## src/rtl/mmc3_pkg.sv

```systemverilog
// Shared constants and payload types for the MMC3 scanline IRQ unit.
package mmc3_pkg;

  localparam int unsigned ADDR_W      = 3;
  localparam int unsigned DATA_W      = 8;
  localparam int unsigned LOW_W       = 3;
  localparam int unsigned LOW_MIN_DEF = 3;

  localparam logic [ADDR_W-1:0] REG_LATCH   = 3'b100;
  localparam logic [ADDR_W-1:0] REG_RELOAD  = 3'b101;
  localparam logic [ADDR_W-1:0] REG_DISABLE = 3'b110;
  localparam logic [ADDR_W-1:0] REG_ENABLE  = 3'b111;

  typedef struct packed {
    logic              en;
    logic [ADDR_W-1:0] addr;
    logic [DATA_W-1:0] data;
  } cpu_wr_t;

  function automatic logic wr_hit(input cpu_wr_t wr, input logic [ADDR_W-1:0] sel);
    return wr.en && (wr.addr == sel);
  endfunction

endpackage

```

## src/rtl/a12_edge_filter.sv

```systemverilog
// Synchronises PPU A12 into the m2 domain and emits one clock event per
// rising edge that follows a sufficiently long low period.
module a12_edge_filter
  import mmc3_pkg::*;
#(
  parameter int unsigned SYNC_STAGES = 2,
  parameter int unsigned LOW_MIN     = LOW_MIN_DEF
) (
  input  logic clk_i,
  input  logic clr_i,
  input  logic a12_i,
  output logic clk_ev_c_o
);

  logic [SYNC_STAGES-1:0] sync_q;
  logic [SYNC_STAGES-1:0] sync_d;
  logic                   a12_s;
  logic                   a12_d_q;
  logic [LOW_W-1:0]       low_cnt_q;
  logic [LOW_W-1:0]       low_cnt_d;

  assign a12_s = sync_q[SYNC_STAGES-1];

  // Low-time counter saturates so long low periods never wrap.
  always_comb begin
    sync_d    = {sync_q[SYNC_STAGES-2:0], a12_i};
    low_cnt_d = low_cnt_q;
    if (a12_s) begin
      low_cnt_d = '0;
    end else if (low_cnt_q != LOW_W'(LOW_MIN)) begin
      low_cnt_d = low_cnt_q + LOW_W'(1);
    end
  end

  always_ff @(posedge clk_i) begin
    if (clr_i) begin
      sync_q    <= '0;
      a12_d_q   <= 1'b0;
      low_cnt_q <= '0;
    end else begin
      sync_q    <= sync_d;
      a12_d_q   <= a12_s;
      low_cnt_q <= low_cnt_d;
    end
  end

  assign clk_ev_c_o = a12_s && !a12_d_q && (low_cnt_q == LOW_W'(LOW_MIN));

endmodule

```

## src/rtl/mmc3_scanline_irq.sv

```systemverilog
// MMC3 scanline counter and IRQ: filtered A12 edges decrement/reload an
// 8-bit counter, and reaching zero latches a sticky active-low IRQ.
module mmc3_scanline_irq
  import mmc3_pkg::*;
#(
  parameter int unsigned LOW_MIN     = LOW_MIN_DEF,
  parameter bit          REV_A       = 1'b0,
  parameter int unsigned SYNC_STAGES = 2
) (
  input  logic              m2,
  input  logic              reset,
  input  logic              ppu_a12,
  input  logic              enable,
  input  logic              wr_en,
  input  logic [ADDR_W-1:0] wr_addr,
  input  logic [DATA_W-1:0] wr_data,
  output logic              irq,
  output logic [DATA_W-1:0] counter_dbg
);

  logic              clr;
  logic              clk_ev_c;
  cpu_wr_t           wr;

  logic [DATA_W-1:0] latch_q,   latch_d;
  logic [DATA_W-1:0] counter_q, counter_d;
  logic              reload_q,  reload_d;
  logic              irq_en_q,  irq_en_d;
  logic              pending_q, pending_d;
  logic              irq_q,     irq_d;

  logic [DATA_W-1:0] next_cnt;
  logic              step_irq_en;
  logic              arm_ok;

  assign clr = reset || !enable;
  assign wr  = '{en: wr_en, addr: wr_addr, data: wr_data};

  a12_edge_filter #(
    .SYNC_STAGES (SYNC_STAGES),
    .LOW_MIN     (LOW_MIN)
  ) u_filter (
    .clk_i      (m2),
    .clr_i      (clr),
    .a12_i      (ppu_a12),
    .clk_ev_c_o (clk_ev_c)
  );

  // Step first, then let register writes override the fields they touch.
  always_comb begin
    latch_d     = latch_q;
    counter_d   = counter_q;
    reload_d    = reload_q;
    irq_en_d    = irq_en_q;
    pending_d   = pending_q;
    irq_d       = ~pending_q;
    next_cnt    = counter_q;
    step_irq_en = irq_en_q || wr_hit(wr, REG_ENABLE);
    arm_ok      = REV_A ? ((counter_q != '0) || reload_q) : 1'b1;

    if (clk_ev_c) begin
      if ((counter_q == '0) || reload_q) begin
        next_cnt = latch_q;
        reload_d = 1'b0;
      end else begin
        next_cnt = counter_q - DATA_W'(1);
      end
      counter_d = next_cnt;
      if ((next_cnt == '0) && step_irq_en && arm_ok) begin
        pending_d = 1'b1;
      end
    end

    if (wr_hit(wr, REG_LATCH)) begin
      latch_d = wr.data;
    end
    if (wr_hit(wr, REG_RELOAD)) begin
      counter_d = '0;
      reload_d  = 1'b1;
    end
    if (wr_hit(wr, REG_DISABLE)) begin
      irq_en_d  = 1'b0;
      pending_d = 1'b0;
    end
    if (wr_hit(wr, REG_ENABLE)) begin
      irq_en_d = 1'b1;
    end
  end

  always_ff @(posedge m2) begin
    if (clr) begin
      latch_q   <= '0;
      counter_q <= '0;
      reload_q  <= 1'b0;
      irq_en_q  <= 1'b0;
      pending_q <= 1'b0;
      irq_q     <= 1'b1;
    end else begin
      latch_q   <= latch_d;
      counter_q <= counter_d;
      reload_q  <= reload_d;
      irq_en_q  <= irq_en_d;
      pending_q <= pending_d;
      irq_q     <= irq_d;
    end
  end

  assign irq         = irq_q;
  assign counter_dbg = counter_q;

endmodule
```

## config.mk

```make
export PLATFORM = sky130hd
export DESIGN_NAME = mmc3_scanline_irq
export DESIGN_NICKNAME = d
export VERILOG_FILES = /design/src/rtl/mmc3_pkg.sv /design/src/rtl/a12_edge_filter.sv /design/src/rtl/mmc3_scanline_irq.sv
export SDC_FILE = /design/constraint.sdc
export NUM_CORES = 1
export LEC_CHECK = 0
export BUFFER_PORTS_ARGS = -buffer_cell sky130_fd_sc_hd__buf_4
export CORE_ASPECT_RATIO = 1.75
export CORE_MARGIN = 8
export CORE_UTILIZATION = 30
export CTS_CLUSTER_SIZE = 14
export DETAILED_ROUTE_END_ITERATION = 6
export PLACE_DENSITY_LB_ADDON = 0.2
export SYNTH_ARGS = -nofsm -noshare
export SYNTH_HDL_FRONTEND = slang
export SYNTH_SLANG_ARGS = --single-unit
```

## constraint.sdc

```tcl
create_clock -name m2 -period 3.2 [get_ports m2]
set_input_delay 0.16 -clock m2 [delete_from_list [all_inputs] [get_ports m2]]
set_output_delay 0.16 -clock m2 [all_outputs]
set_load 0.03 [all_outputs]
```

==> metrics.md <==
| Metric | Value |
|---|---|
| GRT Max-Usage Layer | `met2` |
| Share of cells above drive strength 1 | `19.8%` |
| CTS tree | `done` |
| Vias in the first global route | `1216` |
| Worst r2r path cells | `7` |
| Crit. End Element | `flip-flop` |
| Hold Slack | `0.0902 ns` |
| Final HPWL DP | `2.63 mm` |
| Vias | `1192` |
| Clock sink total | `26` |
| Clk buf depth | `2` |
| Routability congestion estimate | `0.812` |
| M2 GR Usage | `17.9%` |
| CP arrival | `around 2.4 ns` |
| M1 GR Usage | `around an eighth` |
| Residual DRC | `0` |
| Hold Path Class | `input port to flip-flop` |
| Worst EP required | `~3.4 ns` |
| Pwr/cell area | `390 nW/um^2` |
| WS Path Type | `flip-flop to flip-flop` |
| Final Non-Filler Cells | `228` |
| Worst slew margin | `a little under half` |
| Number of synthesized flops with an enable pin | `0` |
| Setup total negative slack | `0 ns` |
| Slew @ Worst Pin | `roughly 0.80 ns` |
| Die Area | `7070 sq um` |
| Status | `complete, no violations` |
| Clk root buf | `clkbuf_8` |
| Logic gate share of total power | `5.4%` |
| Psw | `125 uW` |
| Synth Register Bits | `26` |
| Initial DRC count | `35` |
| IO Pins | `25` |
| Drt pass-1 iters | `3` |
| Sequential share of power | `51.7%` |
| Placed Instances | `224` |
| # nets final | `198` |
| Synthesis warning total | `0` |
| DR WL/cell | `15.1 um` |
| Die Y | `105 um` |
| Area Growth Syn to Fin | `19.3%` |
| Highest Clock Rate | `456 MHz` |
| Cell depth of the worst hold path | `2` |
| VDD IR max | `0.000314 V` |
| Max-slew violations | `0` |
| Largest net degree at the start of global routing | `16` |
| Setup violators final | `0` |
| Via density | `5.23` |
| Setup Buffers After CTS | `0` |
| Min cycle time layout | `2.19 ns` |
| Final ANT Viol Nets | `0` |
| Setup Skew | `0.00207 ns` |
| Net Sw Frac | `19.6%` |
| Clock transition at path regs | `0.09 ns` |
| Post-cts resize count | `0` |
| Clock group share of total power | `43.0%` |
| Count of input and output buffers | `24` |
| Cts bufs inserted | `3` |
| Chip Width | `67.1 um` |
| Leakage power | `between 0.0006 and 0.0007 uW` |
| Syn_area_per_cell | `8.67 sq um` |
| Number of inserted diodes | `0` |
| Finished Core Util | `between 30% and 40%` |
| Sequential area share after synthesis | `a little under two fifths` |
| Placeable Area | `between 4000 and 5000 sq um` |
| Grt ovf | `0` |
| Mapped Nets | `178` |
| Met3 usage | `2.65%` |
| Int Pwr | `513 uW` |
| CP Launch Type | `flip-flop` |
| Top FF cell, synth | `dfxtp_1` |
| Initial antenna violation count | `0` |
| Max Cap Viol | `0` |
| Site row count | `32` |
| Final worst-path cycle share | `roughly two thirds` |
| First-pass GRT wire length | `6.00 mm` |
| # hold bufs at CTS | `0` |
| Crit Path Max Fanout | `11` |
| Mapped Area | `1370 sq um` |
| Final Hold Viols | `0` |
| H-Tree Depth | `1` |
| RSZ-0062 raised after global routing | `false` |
| Post-Route WL | `3.44 mm` |
| Clk Latency, worst-skew pair | `0.27 ns` |
| Starting Density | `a little under a third` |
| Synth Instances | `158` |
| Fraction of registers with async set or reset after synthesis | `0%` |
| Total Routing Usage GR | `between 10% and 20%` |
| Synth unique cells | `45` |
placed cells by master (no fill, tap or decap), types with 2 or more instances in the layout:
cell / count
nor2b_1: 3
clkbuf_8: 3
nand3_1: 3
o21ai_0: 5
nand2_1: 15
a31oi_1: 2
mux2i_1: 10
nand3b_1: 2
nor3_2: 2
nand4b_1: 4
ha_1: 4
nor3_1: 8
o211ai_1: 4
a21o_1: 2
and2_1: 3
a21oi_1: 8
o21bai_1: 3
buf_4: 24
inv_1: 4
a211oi_1: 2
dfxtp_1: 26
nor2_1: 17
state kept, by name, summed over array words and instances (netlist names):
name,flops
counter_dbg,8
latch_q,8
u_filter.low_cnt_q,3
u_filter.sync_q,2
irq,1
irq_en_q,1
pending_q,1
reload_q,1
u_filter.a12_d_q,1
per-stage QoR:
stage	worst slack, ns	total power, uW	cell area [sq um]
finish	1.01	637	1630
global route	0.812	665	1630
CTS	1.02	647	1630
detailed placement	1.03	372	1560
global placement	1.08	370	1560
floorplan	1.19	351	1370
layer usage:
layer | part of all wire (%) | routed length (um)
met1 | 41 | 1400
met2 | 52 | 1780
met3 | 4.7 | 160
met4 | 2.6 | 89
met5 | 0 | 0
area by class of cell:
| class | instances | area (sq um) |
|---|---|---|
| clock buffer | 3 | 41.3 |
| timing repair buffer | 24 | 180 |
| tap | 51 | 63.8 |
| inverter | 4 | 15.0 |
| multi-input combinational | 119 | 783 |
| clock inverter | 1 | 30.0 |
| sequential | 26 | 520 |
| fill | 461 | 2770 |
synth_stat cells (3+ instances only):
master    count  area share, %
nand3_1       3            1.1
inv_1         4            1.1
and2_1        3            1.4
o21bai_1      3            1.6
nor2b_1       3            1.4
dfxtp_1      26             38
o211ai_1      4            2.2
ha_1          4            3.7
nand2_1      15            4.1
mux2i_1      10            7.3
clkbuf_1      5            1.4
nor3_1        8            2.9
nand4b_1      4            2.6
a21oi_1       8            2.9
nor2_1       17            4.7
o21ai_0       5            1.8
final timing paths:
kind	start	to	slack [ns]
max reg2reg	counter_dbg[0]	counter_dbg[5]	1.01
max	counter_dbg[0]	counter_dbg[5]	1.01
min	ppu_a12	u_filter.sync_q[0]	0.09
min reg2reg	pending_q	irq	0.39
cells by family after synthesis:
logic type	share of synthesized area, %
flip-flops	38.0
buffers and inverters	4.84
XOR/XNOR	0.639
adder cells (fa/ha/maj)	3.65
multiplexers	8.13
AO/OA/AOI/OAI	18.0
AND/OR/NAND/NOR	26.8
power groups by stage:
stage,Combinational (uW),Clock (uW),Sequential [uW]
4_1_cts,34.9,283,329
2_1_floorplan,15.7,0,336
3_3_place_gp,33.6,0,337
6_report,34.2,274,329
3_5_place_dp,34.7,0,337
5_1_grt,38.3,297,330
worst max-delay path, stage by stage, from the launching register on:
cell and delay [ns]:
dfxtp_1 0.52, inv_1 0.11, ha_1 0.23, nor3b_1 0.18, a21oi_2 0.42, mux2_2 0.39, a22oi_1 0.17, nor2_1 0.06
No activity file was read; power rests on OpenSTA's default activity.
